==> config.mk <==
export PLATFORM = sky130hd
export DESIGN_NAME = prog_clk_divider
export DESIGN_NICKNAME = d
export VERILOG_FILES = /design/src/rtl/clkdiv_pkg.sv /design/src/rtl/clkdiv_channel.sv /design/src/rtl/prog_clk_divider.sv
export SDC_FILE = /design/constraint.sdc
export NUM_CORES = 1
export LEC_CHECK = 0
export ABC_AREA = 1
export CAP_MARGIN = 0
export CORE_MARGIN = 2
export CORE_UTILIZATION = 58
export CTS_BUF_LIST = sky130_fd_sc_hd__clkbuf_2 sky130_fd_sc_hd__clkbuf_4 sky130_fd_sc_hd__clkbuf_8
export CTS_CLUSTER_SIZE = 40
export DETAILED_ROUTE_END_ITERATION = 12
export PLACE_DENSITY = 0.79
export SLEW_MARGIN = 30
export SYNTH_ARGS = -nofsm -noshare
export SYNTH_HDL_FRONTEND = slang
export SYNTH_SLANG_ARGS = --single-unit
==> constraint.sdc <==
create_clock -name clk -period 3.6 [get_ports clk]
set_clock_uncertainty 0.1 [all_clocks]
set_input_delay 0.54 -clock clk [delete_from_list [all_inputs] [get_ports clk]]
set_output_delay 0.54 -clock clk [all_outputs]
set_load 0.05 [all_outputs]
==> src/rtl/clkdiv_pkg.sv <==
// Shared constants and helpers for the programmable clock divider.
package clkdiv_pkg;

    localparam int unsigned MIN_DIV = 2;

    // Divisors below MIN_DIV make no sense for a 50% clock; clamp them.
    function automatic int unsigned sat_div(input int unsigned d);
        return (d < MIN_DIV) ? MIN_DIV : d;
    endfunction

    function automatic int unsigned half_ceil(input int unsigned d);
        return (d >> 1) + (d & 32'd1);
    endfunction

endpackage

==> src/rtl/clkdiv_channel.sv <==
// One divider channel: active/pending divisor, period counter, registered outputs.
module clkdiv_channel
    import clkdiv_pkg::*;
#(
    parameter int unsigned DIV_W       = 8,
    parameter int unsigned DEFAULT_DIV = 2
) (
    input  logic             clk,
    input  logic             rst,
    input  logic             en,
    input  logic             sync,
    input  logic             wr,
    input  logic [DIV_W-1:0] wr_div,
    output logic             pend,
    output logic             div_out,
    output logic             tick
);

    logic [DIV_W-1:0] d;
    logic [DIV_W-1:0] p;
    logic [DIV_W-1:0] cnt;
    logic [DIV_W-1:0] cnt_nxt;
    logic [DIV_W-1:0] d_use;
    logic [DIV_W-1:0] half;
    logic             run;
    logic             wrap;
    logic             swap;

    // A pending divisor is swapped in only at a period boundary or while parked.
    always_comb begin
        run   = en & ~sync;
        wrap  = (cnt == d - DIV_W'(1));
        swap  = pend & (~run | wrap);
        d_use = swap ? p : d;
        half  = DIV_W'(half_ceil(32'(d_use)));
        if (!run) begin
            cnt_nxt = d_use - DIV_W'(1);
        end else if (wrap) begin
            cnt_nxt = '0;
        end else begin
            cnt_nxt = cnt + DIV_W'(1);
        end
    end

    always_ff @(posedge clk) begin
        if (rst) begin
            d       <= DIV_W'(DEFAULT_DIV);
            p       <= DIV_W'(DEFAULT_DIV);
            cnt     <= DIV_W'(DEFAULT_DIV - 1);
            pend    <= 1'b0;
            div_out <= 1'b0;
            tick    <= 1'b0;
        end else begin
            d       <= d_use;
            cnt     <= cnt_nxt;
            div_out <= run & (cnt_nxt < half);
            tick    <= run & (cnt_nxt == d_use - DIV_W'(1));
            if (swap) begin
                pend <= 1'b0;
            end
            // Writes are only accepted with pend clear, so never collide with swap.
            if (wr) begin
                p    <= DIV_W'(sat_div(32'(wr_div)));
                pend <= 1'b1;
            end
        end
    end

endmodule

==> src/rtl/prog_clk_divider.sv <==
// Multi-channel programmable divider: config handshake decode around NCH channels.
module prog_clk_divider
    import clkdiv_pkg::*;
#(
    parameter  int unsigned NCH         = 4,
    parameter  int unsigned DIV_W       = 8,
    parameter  int unsigned DEFAULT_DIV = 2,
    localparam int unsigned CH_W        = (NCH > 1) ? $clog2(NCH) : 1
) (
    input  logic             clk,
    input  logic             rst,
    input  logic             cfg_valid,
    output logic             cfg_ready,
    input  logic [CH_W-1:0]  cfg_ch,
    input  logic [DIV_W-1:0] cfg_div,
    input  logic [NCH-1:0]   en,
    input  logic             sync,
    output logic [NCH-1:0]   div_out,
    output logic [NCH-1:0]   tick
);

    logic [NCH-1:0] pend;
    logic [NCH-1:0] wr;

    // Out-of-range channels are always ready so their writes drain harmlessly.
    always_comb begin
        cfg_ready = 1'b1;
        wr        = '0;
        for (int i = 0; i < NCH; i++) begin
            if (cfg_ch == CH_W'(i)) begin
                cfg_ready = ~pend[i];
            end
        end
        for (int i = 0; i < NCH; i++) begin
            wr[i] = cfg_valid & cfg_ready & (cfg_ch == CH_W'(i));
        end
    end

    for (genvar g = 0; g < NCH; g++) begin : g_ch
        clkdiv_channel #(
            .DIV_W       (DIV_W),
            .DEFAULT_DIV (DEFAULT_DIV)
        ) u_ch (
            .clk     (clk),
            .rst     (rst),
            .en      (en[g]),
            .sync    (sync),
            .wr      (wr[g]),
            .wr_div  (cfg_div),
            .pend    (pend[g]),
            .div_out (div_out[g]),
            .tick    (tick[g])
        );
    end

endmodule

==> results by group <==
Finish
  • Layout fillers: 1217
  • Finished Cell Area: 0.00998 mm²
  • Final nets: 1491
  • Antenna Cells: 0
  • Layout cells sized above 1: 19.4%
  • Layout overhead on the synthesized area: 16.4%

Setup path
  • Top cell by count, worst path: nand2_1
  • CP top delay family: simple AND/OR/NAND/NOR gates
  • Arr. time, crit path: 3.71 ns
  • FF-to-FF path depth: 22
  • Worst-path cell chain: inv_1 -> ha_2 -> xor2_1 -> nand2_1 -> nor2_1 -> nand2_1 -> nor2_2 -> nand2_4 -> nand2_8 -> nand2_8 -> buf_6 -> o21ai_2 -> ha_4 -> nand3_2 -> nor3_2 -> xor2_1 -> ha_1 -> inv_1 -> a21oi_2 -> nand2_1 -> nand2_1 -> a21oi_2
  • Worst path required time: 3.84 ns
  • CP startpoint kind: flip-flop
  • Critical Path End Type: flip-flop
  • Crit path max-delay cell type: dfxtp_2
  • Worst path max stage delay: 0.34 ns
  • CP max FO: 9
  • CP Class: flip-flop to flip-flop
  • Crit path depth: 22
  • Worst Path Buf+Inv: 3

Routing
  • Via/cell ratio: 5.29
  • WL per Instance: 13.8 µm
  • Final WL: 22400 µm
  • Final antenna-violating net count: 0
  • Vias: 8575
  • DR pass1 iterations: 5
  • Drt initial violations: 579
  • Post-route DRC: 0

Yosys
  • Complex-gate fraction of the synthesized area: 9.24%
  • Post-synthesis xor/xnor area fraction: 6.80%
  • Area leader, netlist: dfxtp_1
  • #FFs+latches synth: 108
  • Largest cells by area after synthesis: dfxtp_1 25%, nand2_1 16%, inv_1 9.1%
  • Syn nets: 1422
  • Count leader, synth: nand2_1
  • Post-synth EDFFs: 0
  • Mean Syn Cell Area: 6.29 µm²
  • Synth Instances: 1364
  • Synth top area share: 25.2%
  • Synthesis Warnings: 0
  • Simple-Gate Fraction of Synth Area: 40.3%
  • Largest family of logic cells by synthesized area: simple AND/OR/NAND/NOR gates
  • Sequential share of the synthesized area: 25.2%
  • Synth Flop Type: dfxtp_1
  • Async set-or-reset flop fraction in the synthesized netlist: 0%
  • Post-synthesis adder-cell area fraction: 5.84%
  • Post-synth top cells: 360 x nand2_1, 207 x inv_1, 158 x nor2_1
  • Cell Area, Synth: 0.00858 mm²
  • Synth unique cells: 45
  • Multiplexer share of the synthesized area: 0%

Min path
  • HP Class: flip-flop to flip-flop
  • Hold depth: 2

Power
  • Comb pwr share: 28.3%
  • Peak supply drop: 0.192 mV
  • Clk pwr share: 25.5%
  • Overall Power: 2790 µW
  • Sequential power share: 46.2%
  • Cell Int Power: 1790 µW
  • PD cells: 279 mW/mm²
  • Switching share of power: 35.6%
  • Leakage: 0.00488 µW
  • Psw: 993 µW

Timing
  • Final Worst Setup Slack: 0.131 ns
  • Crit share post-route: 96.4%
  • Unrepaired setup endpoints after global routing: yes
  • Minimum clock period: 3.47 ns
  • FMAX: 0.288 GHz
  • Final Hold Vio Count: 0
  • Final setup vio count: 0
  • Worst Tran Pin Value: 0.929 ns
  • Normalized max-slew margin: 37.7%
  • Max-slew violation count: 0

Global route
  • First-pass GRT wire length: 34900 µm
  • GRT Overall Usage: 26.5%
  • Antenna violations before repair: 0
  • Grt total ovfl: 0
  • Vias in the first global route: 7704
  • Largest net degree at the start of global routing: 38

Floorplan
  • Die height: 126 µm
  • Die Area: 0.0158 mm²
  • Core ar.: 0.0145 mm²
  • Initial core utilization: 59.2%
  • Top Ports: 27
  • Width of the die: 126 µm
  • Row count: 44

Clock tree
  • Num Clock Sinks: 108
  • Clock latency on the worst-skew pair: 0.40 ns
  • Max Buffers Root-to-Sink: 2
  • CTS tree: done
  • CTS Buf Count: 9
  • Post-CTS Hold Buffers: 0
  • CTS root buf: clkbuf_8
  • Worst-path clk slew: 0.11 ns
  • Htree depth: 3

Run
  • Maxcap violations: 0

Placed design
  • Port buffer count: 26
  • Post-DP HPWL: 16500 µm
  • Final GP Congestion: 0.939
  • Pre-CTS WS: -0.00392 ns
  • Placed standard-cell area: 0.00920 mm²

Outcome
  • Outcome: completed
[cells in the final DEF (no fill, tap or decap), drive strengths merged, types with 2 or more instances in the layout]
cell type	instances
nand2	405
inv	221
nor2	176
nand3	129
dfxtp	108
buf	68
o21ai	64
a21oi	63
xor2	52
ha	40
clkdlybuf4s50	25
nand4	19
xnor2	12
clkbuf	10
clkinv	9
nor3	9
nand3b	5
and2	4
o211ai	4
nor3b	3
or2	3
clkinvlp	3
o21bai	2
[metal layers]
| metal | wire length [µm] | vias to the layer above | part of all wire (%) | track usage [%] |
|---|---|---|---|---|
| li1 | - | 4363 | - | - |
| met1 | 9900 | 3886 | 44 | 35.4 |
| met2 | 10800 | 288 | 48 | 45.0 |
| met3 | 1250 | 38 | 5.6 | 3.77 |
| met4 | 403 | 0 | 1.8 | 7.25 |
| met5 | 0 | - | 0 | 0 |
[cell type report]
class / instances / area [µm²] / area share, %
Clock buffer: 10 / 131 / 1.32
Clock inverter: 6 / 41.3 / 0.414
Inverter: 227 / 865 / 8.66
Multi-Input combinational cell: 994 / 5770 / 57.8
Sequential cell: 108 / 2170 / 21.8
Tap cell: 184 / 230 / 2.31
Timing Repair Buffer: 93 / 769 / 7.71
[logic make-up (layout without fill, tap and decap cells)]
family,Yosys count,after routing
simple gates,755,755
compound gates,135,135
flops,108,108
fa+ha+maj,40,40
xor+xnor,64,64
buf+inv,262,336
[power groups by stage]
stage                     sequential, µW  clock (µW)  combinational (µW)
final                               1290         710                 790
after global routing                1300         759                 880
after CTS                           1290         708                 710
after detailed placement            1310           0                 707
after global placement              1310           0                 691
after floorplan                     1300           0                 533
[stage by stage]
stage | std cells | TNS [ns] | hold slack, ns | util, %
4_1_cts | 1604 | 0 | 0.368 | 64.8
6_report | 1622 | 0 | 0.367 | 68.9
5_1_grt | 1622 | -0.275 | 0.388 | 68.9
3_3_place_gp | 1588 | 0 | 0.341 | 63.5
3_5_place_dp | 1588 | -0.00392 | 0.352 | 63.5
2_1_floorplan | 1364 | 0 | 0.330 | -
[worst min-delay path, cell delays in order (launching register included)]
cell and delay [ns]:
dfxtp_1 0.31, inv_1 0.06, a21oi_1 0.06
[final timing paths]
| kind | from | endpoint | slack, ns |
|---|---|---|---|
| worst max-delay path | g_ch[0].u_ch.d[1] | g_ch[0].u_ch.div_out | 0.13 |
| worst max register to register | g_ch[0].u_ch.d[1] | g_ch[0].u_ch.div_out | 0.13 |
| worst min register to register | g_ch[3].u_ch.p[5] | g_ch[3].u_ch.p[5] | 0.37 |
| worst min-delay path | g_ch[3].u_ch.p[5] | g_ch[3].u_ch.p[5] | 0.37 |
[timing repair]
| item | CTS | global route |
|---|---|---|
| cloned | 0 | 0 |
| pin swaps | 0 | 46 |
| resized for setup | 1 | 118 |
| buffers inserted | 0 | 18 |
| endpoints found under the setup margin | 1 | 5 |
[registers in the layout, summed over array words and instances, names as in the netlist]
| signal | flops |
|---|---|
| g_ch.u_ch.div_out | 4 |
| g_ch.u_ch.pend | 4 |
| g_ch.u_ch.d | 32 |
| g_ch.u_ch.p | 32 |
| g_ch.u_ch.cnt | 32 |
| g_ch.u_ch.tick | 4 |
Power figures use the tool's default switching activity.
